## config.mk

```make
export PLATFORM = sky130hd
export DESIGN_NAME = cordic_rotation_core
export DESIGN_NICKNAME = d
export VERILOG_FILES = /design/src/rtl/cordic_rotation_core.sv
export SDC_FILE = /design/constraint.sdc
export NUM_CORES = 1
export LEC_CHECK = 0
export ABC_AREA = 1
export CORE_ASPECT_RATIO = 0.7
export CORE_MARGIN = 2
export CORE_UTILIZATION = 45
export CTS_CLUSTER_SIZE = 16
export DETAILED_ROUTE_END_ITERATION = 10
export DONT_BUFFER_PORTS = 1
export PLACE_DENSITY = 0.6
export RECOVER_POWER = 25
export SLEW_MARGIN = 20
export SYNTH_ARGS = -nofsm -noshare
export SYNTH_HDL_FRONTEND = slang
export SYNTH_SLANG_ARGS = --single-unit
```

## constraint.sdc

```tcl
create_clock -name clk -period 5.35 [get_ports clk]
set_clock_uncertainty 0.15 [all_clocks]
set_input_delay 0.8025 -clock clk [delete_from_list [all_inputs] [get_ports clk]]
set_output_delay 0.8025 -clock clk [all_outputs]
set_load 0.1 [all_outputs]
```

## src/rtl/cordic_rotation_core.sv

```systemverilog
// Iterative CORDIC shift-add engine fed by three 2:1 operand muxes, with start/done handshake.
// Define CORDIC_VECTORING_EN to add a `mode` input (1 = vectoring, 0 = rotation).

module mux #(
    parameter int WIDTH = 16
) (
    input  logic [WIDTH-1:0] in1,
    input  logic [WIDTH-1:0] in2,
    input  logic             selection,
    output logic [WIDTH-1:0] out
);
    assign out = selection ? in2 : in1;
endmodule

module cordic_rotation_core #(
    parameter int FIXED_POINT = 16,
    parameter int ITERATIONS  = 16,
    parameter int ITER_W      = 4
) (
    input  logic                          clk,
    input  logic                          rst,
    input  logic                          start,
`ifdef CORDIC_VECTORING_EN
    input  logic                          mode,
`endif
    input  logic signed [FIXED_POINT-1:0] x_in,
    input  logic signed [FIXED_POINT-1:0] y_in,
    input  logic signed [FIXED_POINT-1:0] z_in,
    output logic                          busy,
    output logic                          done,
    output logic signed [FIXED_POINT-1:0] x_out,
    output logic signed [FIXED_POINT-1:0] y_out,
    output logic signed [FIXED_POINT-1:0] z_out
);
    typedef enum logic [1:0] {IDLE, ROT, FIN} state_t;

    localparam int LSH = (FIXED_POINT >= 16) ? FIXED_POINT - 16 : 0;
    localparam int RSH = (FIXED_POINT < 16) ? 16 - FIXED_POINT : 0;
    localparam logic [ITER_W-1:0] LAST = ITER_W'(ITERATIONS - 1);

    // atan(2^-i) in Q3.13, rescaled to the configured fraction width
    function automatic logic signed [FIXED_POINT-1:0] atan_entry(input logic [ITER_W-1:0] i);
        int v;
        case (int'(i))
            0:       v = 6434;
            1:       v = 3798;
            2:       v = 2007;
            3:       v = 1019;
            4:       v = 511;
            5:       v = 256;
            6:       v = 128;
            7:       v = 64;
            8:       v = 32;
            9:       v = 16;
            10:      v = 8;
            11:      v = 4;
            12:      v = 2;
            13:      v = 1;
            default: v = 0;
        endcase
        v = (v <<< LSH) >>> RSH;
        return FIXED_POINT'(v);
    endfunction

    state_t                        state;
    logic [ITER_W-1:0]             cnt;
    logic                          sel;
    logic                          d_pos;
    logic signed [FIXED_POINT-1:0] x_fb, y_fb, z_fb;
    logic signed [FIXED_POINT-1:0] x_m, y_m, z_m;
    logic signed [FIXED_POINT-1:0] x_sh, y_sh, atan_i;
    logic signed [FIXED_POINT-1:0] x_nx, y_nx, z_nx;
`ifdef CORDIC_VECTORING_EN
    logic                          mode_r;
`endif

    // New operands pass through in IDLE; feedback registers recirculate otherwise
    assign sel = (state != IDLE);

    mux #(.WIDTH(FIXED_POINT)) u_mux_x (.in1(x_in), .in2(x_fb), .selection(sel), .out(x_m));
    mux #(.WIDTH(FIXED_POINT)) u_mux_y (.in1(y_in), .in2(y_fb), .selection(sel), .out(y_m));
    mux #(.WIDTH(FIXED_POINT)) u_mux_z (.in1(z_in), .in2(z_fb), .selection(sel), .out(z_m));

    // NOTE: every output of this block is assigned on every path, so no latch is inferred.
    always_comb begin
        x_sh   = x_m >>> cnt;
        y_sh   = y_m >>> cnt;
        atan_i = atan_entry(cnt);
`ifdef CORDIC_VECTORING_EN
        d_pos  = mode_r ? y_m[FIXED_POINT-1] : ~z_m[FIXED_POINT-1];
`else
        d_pos  = ~z_m[FIXED_POINT-1];
`endif
        if (d_pos) begin
            x_nx = x_m - y_sh;
            y_nx = y_m + x_sh;
            z_nx = z_m - atan_i;
        end else begin
            x_nx = x_m + y_sh;
            y_nx = y_m - x_sh;
            z_nx = z_m + atan_i;
        end
    end

    // NOTE: sequential state uses non-blocking assignments so every register samples pre-edge values.
    always_ff @(posedge clk or posedge rst) begin
        if (rst) begin
            state <= IDLE;
            busy  <= 1'b0;
            done  <= 1'b0;
            cnt   <= '0;
            x_fb  <= '0;
            y_fb  <= '0;
            z_fb  <= '0;
            x_out <= '0;
            y_out <= '0;
            z_out <= '0;
`ifdef CORDIC_VECTORING_EN
            mode_r <= 1'b0;
`endif
        end else begin
            done <= 1'b0;
            case (state)
                IDLE: if (start) begin
                    x_fb  <= x_m;
                    y_fb  <= y_m;
                    z_fb  <= z_m;
                    cnt   <= '0;
                    busy  <= 1'b1;
                    state <= ROT;
`ifdef CORDIC_VECTORING_EN
                    mode_r <= mode;
`endif
                end
                ROT: begin
                    x_fb <= x_nx;
                    y_fb <= y_nx;
                    z_fb <= z_nx;
                    cnt  <= cnt + ITER_W'(1);
                    if (cnt == LAST) begin
                        busy  <= 1'b0;
                        state <= FIN;
                    end
                end
                FIN: begin
                    x_out <= x_fb;
                    y_out <= y_fb;
                    z_out <= z_fb;
                    done  <= 1'b1;
                    state <= IDLE;
                end
                default: state <= IDLE;
            endcase
        end
    end
endmodule
```

==> results.py <==
metrics = {
    "yosys": {
        "ys_warn_count": 0,
        "synth_area_leaders": "dfrtp_1 24%, nand2_1 21%, nand3_1 16%",
        "synth_top_area_share_pct": 23.8,
        "synthCells": 1836,
        "ys_seq_area_share_pct": 23.8,
        "postSynthNetCount": 1935,
        "synth.distinct_cells": 48,
        "synth_top_area_cell": "dfrtp_1",
        "synth_area_um2": 10900,
        "ys_ff_latch": 104,
        "avgSynthCellArea_um2": 5.96,
    },
    "die": {
        "core_um2": 23800,
        "rows": 47,
        "ios": 101,
        "dieArea_um2": 25600,
        "die_h_um": 134,
        "start_util_pct": 46.1,
        "die-width_um": 190,
    },
    "final_layout": {
        "seq_area_um2": 2600,
        "multi_input_area_um2": 7030,
        "mostFrequentLayoutCells": "601 x nand2_1, 343 x nand3_1, 239 x inv_1",
        "area_delta_synth_final_pct": 4.74,
        "drive_above_1_share_pct": 6.67,
        "antenna_cells": 0,
        "fillers": 2581,
        "nNetsFinal": 1895,
        "final_common_cell": "nand2_1",
    },
    "worst_setup_path": {
        "cp-start-kind": "flop",
        "r2r_slack_ns": 0.54,
        "timing.rr.end": "x_fb[9]",
        "critical_path_class": "reg -> reg",
        "crit_required_ns": 5.44,
        "rr_worst_depth": 23,
        "end_kind": "flop",
        "worstPathMaxFanout": 28,
        "worstPathArrival_ns": 4.90,
        "r2r-start": "state[0]",
    },
    "timing": {
        "setup_viol": 0,
        "rsz0062_at_grt": "false",
        "fmax_mhz": 208,
        "slew_viol_final": 67,
        "fin_crit_ns": 4.81,
        "fin_setup_tns_ns": 0,
        "tightest_slew_ns": 3.17,
        "timing.slew.headroom_pct": -112,
        "fin_crit_sh_pct": 89.9,
        "hold_violations": 0,
    },
    "clock_network": {
        "clk_pin_slew_ns": 0.08,
        "htree_levels": 3,
        "ctsLongestPathBuffers": 2,
        "cts_hold_buf": 0,
        "numCtsBuffers": 9,
        "worstSkewPairLatency_ns": 0.37,
        "clock_sinks": 104,
        "ctsRootBufferMaster": "clkbuf_16",
        "cts_tree": "built",
    },
    "drt": {
        "via_per_inst": 5.52,
        "firstDrtPassIters": 6,
        "routed_wirelength_um": 36900,
        "detail-route-antenna-nets": 0,
        "num_vias": 11700,
        "wl_per_cell_um": 17.4,
        "drt_iter0_drc": 1156,
        "remaining_drc_errors": 0,
    },
    "global_route": {
        "antenna_found_initial": 0,
        "grt_pass1_vias": 10400,
        "grt-ovfl-total": 0,
        "grtUsageTotal_pct": 29.0,
        "grt_max_degree": 95,
        "grt_first_pass_wirelength_um": 58000,
    },
    "worst_hold_path": {
        "hp-start": "z_fb[1]",
        "worstHoldEndpoint": "z_fb[1]",
        "whs_path_depth": 2,
        "min_path_type": "reg -> reg",
    },
    "placed_design": {
        "port_buffers": 0,
        "dp_hpwl_um": 28500,
        "gp_congestion": 0.897,
    },
    "outcome": {
        "outcome": "complete, but fails checks",
        "violations": "capacitance limit, slew limit",
    },
    "run": {
        "max_cap_viol_count": 1,
    },
}
-- stage by stage --
stage	instances	worst slack [ns]	hold WS [ns]	util [%]	instance area [um2]
detailed placement	2103	0.541	0.344	47.0	11200
floorplan	1836	0.787	0.312	-	10900
global route	2118	0.00430	0.399	48.2	11500
finish	2118	0.539	0.358	48.2	11500
CTS	2118	0.482	0.360	48.2	11500
global placement	2103	0.685	0.335	47.0	11200
-- worst max path at each step --
| stage | to | start | depth (start not counted) |
|---|---|---|---|
| 2_1_floorplan | z_fb[12] | state[1] | 30 |
| 3_3_place_gp | z_fb[12] | cnt[1] | 29 |
| 3_5_place_dp | z_fb[12] | cnt[1] | 29 |
| 4_1_cts | z_fb[12] | cnt[1] | 29 |
| 5_1_grt | z_fb[12] | cnt[1] | 29 |
| 6_report | x_fb[9] | state[0] | 23 |
-- worst max-delay path: stages, from the launching register on --
cell	delay [ns]
dfrtp_1	0.44
nor2_4	0.66
buf_4	0.39
nand2_1	0.14
nand2_1	0.15
nand2_1	0.09
nand3_1	0.18
nand3_1	0.12
nand3_1	0.10
nand2_1	0.08
nor2_1	0.15
nand2_1	0.10
nor2_1	0.26
o21ai_1	0.16
nand2_1	0.12
inv_1	0.05
ha_1	0.30
a21oi_1	0.17
and2_1	0.14
nand2_1	0.05
nand2_1	0.15
o21ai_2	0.09
o21ai_0	0.31
nand3_1	0.11
-- cell families (layout without fill, tap and decap cells) --
| group | Yosys count | after routing | share of synthesized area [%] |
|---|---|---|---|
| and+or+nand+nor | 1114 | 1114 | 44.7 |
| AOI/OAI and AO/OA | 220 | 220 | 12.0 |
| xor gates and xnor gates | 23 | 23 | 1.84 |
| buffers and inverters | 327 | 291 | 12.1 |
| adders and majority gates | 48 | 48 | 5.56 |
| DFF | 104 | 104 | 23.8 |
-- cells in the mapped netlist, drive strengths merged --
cell type / count
nor3: 4
dfrtp: 104
a31o: 1
o211ai: 10
o22ai: 18
a221oi: 1
nand2b: 1
ha: 47
a22oi: 2
xnor2: 4
or2: 4
clkbuf: 34
buf: 40
o31ai: 1
nand2: 636
o21bai: 3
nor3b: 1
nand3b: 5
clkinv: 1
inv: 252
and2: 5
nand3: 352
o21ai: 97
fa: 1
a21boi: 2
xor2: 19
nor2: 96
nand4: 9
o21a: 2
a21oi: 54
a21o: 2
o221ai: 23
a31oi: 4
nor4: 1
-- routing by layer --
| layer | GRT usage, % | share of wire (%) | up-vias |
|---|---|---|---|
| met2 | 39.3 | 38 | 490 |
| met1 | 46.4 | 51 | 5293 |
| met4 | 4.69 | 1.1 | 0 |
| met5 | 0 | 0 | - |
| met3 | 6.26 | 9.4 | 27 |
| li1 | - | - | 5874 |
-- state kept, by name, indices dropped and copies added, names as in the netlist --
name	cells
done	1
z_fb	16
y_fb	16
x_out	16
z_out	16
y_out	16
state	2
busy	1
cnt	4
x_fb	16
-- cell type report --
| cell class | instances | share of cell area [%] |
|---|---|---|
| clock inverters | 5 | 0.557 |
| flip-flops and latches | 104 | 22.7 |
| repair buffers | 23 | 1.51 |
| clock buffers | 10 | 2.08 |
| inverters | 253 | 8.31 |
| well taps | 318 | 3.47 |
| multi-input cells | 1405 | 61.4 |
-- what timing repair did --
item,4_1_cts,5_1_grt
setup endpoints to repair,0,1
buffers inserted,0,0
resized for setup,0,3
Power is not shown: default switching activity piles up to over one toggle a cycle in this logic, so the estimate is an artifact.
